File: src/rtl/hd44780_pkg.sv
// Shared constants and state encoding for the HD44780 text buffer.
// Row bases follow the HD44780 DDRAM map for 1..4 line panels.
package hd44780_pkg;

  localparam logic [7:0] CMD_SET_DDRAM = 8'h80;
  localparam logic [7:0] CHAR_SPACE    = 8'h20;
  localparam logic [6:0] ROW_BASE [4]  = '{7'h00, 7'h40, 7'h14, 7'h54};

  // IDLE: pick lowest dirty row | ADDR: address command out | CHAR: row characters out
  typedef enum logic [1:0] {
    ST_IDLE = 2'd0,
    ST_ADDR = 2'd1,
    ST_CHAR = 2'd2
  } state_t;

  function automatic logic [7:0] ddram_cmd(input logic [1:0] row);
    return CMD_SET_DDRAM | {1'b0, ROW_BASE[row]};
  endfunction

endpackage

File: src/rtl/hd44780_textbuf_mem.sv
// ROWS x COLS character store: one write port, combinational read mux.
// Out-of-range reads return BLANK; writes are pre-qualified by the caller.
module hd44780_textbuf_mem
  import hd44780_pkg::*;
#(
  parameter int          COLS  = 16,
  parameter int          ROWS  = 2,
  parameter logic [7:0]  BLANK = CHAR_SPACE,
  parameter int          RW    = 1,
  parameter int          CW    = 4
) (
  input  logic          clk,
  input  logic          rst,
  input  logic          we,
  input  logic [RW-1:0] wr_row,
  input  logic [CW-1:0] wr_col,
  input  logic [7:0]    wr_data,
  input  logic [RW-1:0] rd_row,
  input  logic [CW-1:0] rd_col,
  output logic [7:0]    rd_data
);

  logic [7:0] cells [ROWS][COLS];

  always_ff @(posedge clk or posedge rst) begin
    if (rst) begin
      for (int r = 0; r < ROWS; r++) begin
        for (int c = 0; c < COLS; c++) begin
          cells[r][c] <= BLANK;
        end
      end
    end else if (we) begin
      cells[wr_row][wr_col] <= wr_data;
    end
  end

  always_comb begin
    rd_data = BLANK;
    if ((int'(rd_row) < ROWS) && (int'(rd_col) < COLS)) begin
      rd_data = cells[rd_row][rd_col];
    end
  end

endmodule

File: src/rtl/hd44780_textbuf.sv
// Host-writable LCD text buffer that streams dirty rows to an HD44780 bus
// controller as a Set-DDRAM-address command followed by COLS data bytes.
module hd44780_textbuf
  import hd44780_pkg::*;
#(
  parameter int          COLS  = 16,
  parameter int          ROWS  = 2,
  parameter logic [7:0]  BLANK = CHAR_SPACE,
  localparam int         RW    = (ROWS > 1) ? $clog2(ROWS) : 1,
  localparam int         CW    = (COLS > 1) ? $clog2(COLS) : 1
) (
  input  logic          clk,
  input  logic          rst,
  input  logic          wr_en,
  input  logic [RW-1:0] wr_row,
  input  logic [CW-1:0] wr_col,
  input  logic [7:0]    wr_data,
  input  logic          refresh,
  output logic          out_valid,
  input  logic          out_ready,
  output logic          out_rs,
  output logic [7:0]    out_data,
  output logic          busy
);

  state_t            state_q, state_d;
  logic [ROWS-1:0]   dirty_q, dirty_d;
  logic [ROWS-1:0]   clr, wr_mask;
  logic [RW-1:0]     row_q, row_d, pick_row;
  logic [CW-1:0]     col_q, col_d, col_next, rd_col;
  logic              pick_found, wr_ok, last_col;
  logic              valid_d, rs_d;
  logic [7:0]        data_d, rd_data;

  assign wr_ok    = wr_en && (int'(wr_row) < ROWS) && (int'(wr_col) < COLS);
  assign col_next = col_q + CW'(1);
  assign last_col = (int'(col_q) == COLS - 1);
  assign rd_col   = (state_q == ST_CHAR) ? col_next : '0;
  assign busy     = (state_q != ST_IDLE);

  hd44780_textbuf_mem #(
    .COLS  (COLS),
    .ROWS  (ROWS),
    .BLANK (BLANK),
    .RW    (RW),
    .CW    (CW)
  ) u_mem (
    .clk     (clk),
    .rst     (rst),
    .we      (wr_ok),
    .wr_row  (wr_row),
    .wr_col  (wr_col),
    .wr_data (wr_data),
    .rd_row  (row_q),
    .rd_col  (rd_col),
    .rd_data (rd_data)
  );

  // Lowest-index dirty row wins.
  always_comb begin
    pick_found = 1'b0;
    pick_row   = '0;
    for (int i = ROWS - 1; i >= 0; i--) begin
      if (dirty_q[i]) begin
        pick_found = 1'b1;
        pick_row   = RW'(i);
      end
    end
  end

  always_comb begin
    wr_mask = '0;
    if (wr_ok) wr_mask[wr_row] = 1'b1;
  end

  always_comb begin
    state_d = state_q;
    row_d   = row_q;
    col_d   = col_q;
    valid_d = out_valid;
    rs_d    = out_rs;
    data_d  = out_data;
    clr     = '0;
    case (state_q)
      ST_IDLE: begin
        if (pick_found) begin
          row_d         = pick_row;
          clr[pick_row] = 1'b1;
          rs_d          = 1'b0;
          data_d        = ddram_cmd(2'(pick_row));
          valid_d       = 1'b1;
          state_d       = ST_ADDR;
        end
      end
      ST_ADDR: begin
        if (out_ready) begin
          rs_d    = 1'b1;
          data_d  = rd_data;
          col_d   = '0;
          state_d = ST_CHAR;
        end
      end
      ST_CHAR: begin
        if (out_ready) begin
          if (last_col) begin
            valid_d = 1'b0;
            state_d = ST_IDLE;
          end else begin
            col_d  = col_next;
            data_d = rd_data;
          end
        end
      end
      default: begin
        valid_d = 1'b0;
        state_d = ST_IDLE;
      end
    endcase
    // No cell of the picked row has been read yet, so a write on the pick
    // edge is already covered; later writes to the streaming row re-dirty it.
    dirty_d = ((dirty_q | wr_mask) & ~clr) | {ROWS{refresh}};
  end

  always_ff @(posedge clk or posedge rst) begin
    if (rst) begin
      state_q   <= ST_IDLE;
      dirty_q   <= '1;
      row_q     <= '0;
      col_q     <= '0;
      out_valid <= 1'b0;
      out_rs    <= 1'b0;
      out_data  <= '0;
    end else begin
      state_q   <= state_d;
      dirty_q   <= dirty_d;
      row_q     <= row_d;
      col_q     <= col_d;
      out_valid <= valid_d;
      out_rs    <= rs_d;
      out_data  <= data_d;
    end
  end

endmodule

File: config.mk
export PLATFORM = sky130hd
export DESIGN_NAME = hd44780_textbuf
export DESIGN_NICKNAME = d
export VERILOG_FILES = /design/src/rtl/hd44780_pkg.sv /design/src/rtl/hd44780_textbuf_mem.sv /design/src/rtl/hd44780_textbuf.sv
export SDC_FILE = /design/constraint.sdc
export NUM_CORES = 1
export LEC_CHECK = 0
export CAP_MARGIN = 20
export CORE_MARGIN = 10
export CORE_UTILIZATION = 39
export CTS_BUF_LIST = sky130_fd_sc_hd__clkbuf_2 sky130_fd_sc_hd__clkbuf_4 sky130_fd_sc_hd__clkbuf_8
export DETAILED_ROUTE_END_ITERATION = 12
export HOLD_SLACK_MARGIN = 0.06
export PLACE_DENSITY_LB_ADDON = 0.15
export SLEW_MARGIN = 10
export SYNTH_ARGS = -nofsm -noshare
export SYNTH_HDL_FRONTEND = slang
export SYNTH_SLANG_ARGS = --single-unit
export TNS_END_PERCENT = 100
File: constraint.sdc
create_clock -name clk -period 16.75 [get_ports clk]
set_input_delay 3.35 -clock clk [delete_from_list [all_inputs] [get_ports clk]]
set_output_delay 3.35 -clock clk [all_outputs]
set_load 0.01 [all_outputs]
==> reports/results.ini <==
[sta]
fin_worst_skew_ns=0.02505
fin_crit_ns=5.816
rsz0062_at_grt=false
finalMaxSlewViolations=0
fin_ws_ns=10.93
finalHoldViolations=0
slew-limit-headroom=0.2641
setup_violations=0
finalCritPeriodShare=0.3472
tns_ns=0
max_freq_ghz=0.1719
tightest_slew_ns=1.100

[clocking]
ctsRootBufferMaster=clkbuf_8
clockBufferDepth=3
cts_buffers=47
cts_tree=yes
clk_pin_slew_ns=0.06
ctsHoldBuffers=0
cts.sinks=275
clk_latency_ns=0.57
h-tree-depth=2
post_cts_resize_count=0
post_cts_buffers=0

[detailed_routing]
routed_via_density=5.561
drt_pass1_iterations=5
drc=0
via_count=7519
detail-route-antenna-nets=0
wl_per_cell_um=24.01
wirelength_um=32460
drt_iter0_drc=462

[synthesis]
yosysUniqueCellTypes=49
synth_cells=845
seq_area_frac_synth=0.5466
syn-cell-area_um2=12670
ys_warn_count=0
synth_edf_count=0
synthArstFlopShare=1.000
avgSynthCellArea_um2=14.99
ys_seq_elements=275
synth_ff_type=dfrtp_1
syn_nets=868

[global_route]
antenna_found_initial=0
grt_overflow=0
track_usage=0.1587
grt_pass1_vias=8179
grt_pass1_wl_um=49820
grt_max_degree=133

[setup_path]
cp_common_cell=buf_4
critPathKind=in -> async
cpMaxStageDelayCell=buf_4
crit_fanout=132
cp.arrival_ns=6.40
cp-start-kind=input pin
cp.required_ns=17.33
crit_chain=clkdlybuf4s50_1 > inv_8 > buf_4 > buf_4
cp_num_buf_inv=4
critPathTopFamily=buffers and inverters
cpPeakStageDelay_ns=0.90
cp-end-kind=asynchronous set/reset pin

[placed_design]
hpwl_um=20680
place.gp.congestion=0.7775
dpl-instance-area_um2=13340
pre_cts_ws_ns=10.24
portBuffers=28
place_inst=1262

[power_and_ir_drop]
peakVddDrop_mv=0.06585
combinationalPowerShare=0.256
intPower_w=0.001493
p_sw_w=0.0006174
swShare=0.2926
power_density_nw_per_um2=146.2
clockPowerShare=0.315
p_leak_nw=6.260
power.share.sequential=0.429

[floorplan]
std_cell_rows=65
dieWidth_um=200.2
die_area_um2=40090
ios=29
die_h_um=200.2
start_util=0.3983
core_um2=31800

[layout]
fin_area_um2=14430
num-nets-final=902
drive_gt1_frac=0.5016
final_common_cell=mux2_2
finalCoreUtilization=0.4538
instances_no_fill=1352
final_cell_mix=mux2_2 (262), dfrtp_1 (240), clkbuf_8 (64), mux4_2 (55), dfstp_2 (34)
area_delta_synth_final_pct=13.93
diodes=0
fill_cells=2745

[status]
outcome=complete, no violations

[flow_run]
cap_violations=0

[min_path]
hold_path_class=reg -> reg

## kinds of logic (layout without fill, tap and decap cells)
group	Yosys count	in the layout	share of synthesized area
fa+ha+maj	5	5	0.004939
flops	275	275	0.5466
compound gates	69	69	0.04030
buf+inv	67	139	0.02380
xor+xnor	2	2	0.001383
simple gates	99	99	0.03842
mux	328	328	0.3445
## flip-flops by register name, summed over array words and instances (netlist names)
register / count
out_rs: 1
dirty_q: 2
row_q: 1
u_mem.cells: 256
out_data: 8
col_q: 4
out_valid: 1
state_q: 2
## final cells by class
type                       count  area (µm²)  area share
inverter                       8       37.54    0.002601
tap                          435       544.3     0.03771
clock buffer                  81        1008     0.06988
multi-input combinational    503        5451      0.3778
sequential                   275        6925      0.4799
clock inverter                 6       61.31    0.004248
timing repair buffer          44       402.9     0.02792
## power groups by stage
stage	clock [W]	sequential (W)	combinational (W)
floorplan	0	0.000873	0.000414
finish	0.000665	0.000906	0.000539
CTS	0.000683	0.000906	0.000545
global route	0.000713	0.000923	0.000582
global placement	0	0.000902	0.000525
detailed placement	0	0.000917	0.000542
## layer usage
metal / global-route usage / part of all wire / up-vias
met5: 0 / 0 / -
met4: 0.04361 / 0.020 / 0
met3: 0.02692 / 0.042 / 47
met2: 0.2583 / 0.48 / 166
met1: 0.2142 / 0.46 / 4059
li1: - / - / 3247
## metrics by stage
step	hold WS [ns]	power [W]
after floorplan	0.4704	0.001288
after global placement	0.4787	0.001428
after detailed placement	0.4866	0.001459
after CTS	0.4990	0.002134
after global routing	0.5075	0.002218
final	0.4950	0.002110
## path summary, 6_finish.rpt
kind / start / to / slack [ns] / depth (start not counted)
max: rst / u_mem.cells[50] / 10.93 / 4
min: u_mem.cells[162] / u_mem.cells[162] / 0.49 / 1
min in group asynchronous: rst / u_mem.cells[190] / 3.34 / 2
min reg2reg: u_mem.cells[162] / u_mem.cells[162] / 0.49 / 1
max reg2reg: state_q[0] / out_data[3] / 12.25 / 9
max in group clk: state_q[1] / busy / 11.41 / 4
## worst reg2reg max path: stages (launching register included)
cell and delay, ns:
dfrtp_1 0.40, inv_1 0.11, ha_1 0.65, nor2b_4 0.27, buf_4 0.42, buf_4 0.79, mux4_2 0.63, a221oi_1 0.64
nand2_1 0.21, a32o_1 0.28
## Yosys cell counts, types with 8 or more instances
master      n  area share
nand3_1    12      0.0047
dfstp_2    34       0.071
clkbuf_1   37       0.011
buf_1       8      0.0024
inv_1       8      0.0024
a22oi_1    21       0.012
nand2_1    29      0.0086
a21oi_1    10      0.0040
mux4_2     55       0.098
dfrtp_1   241        0.48
nor2_1     27      0.0080
mux2_2    262        0.23
Power figures use the tool's default switching activity.
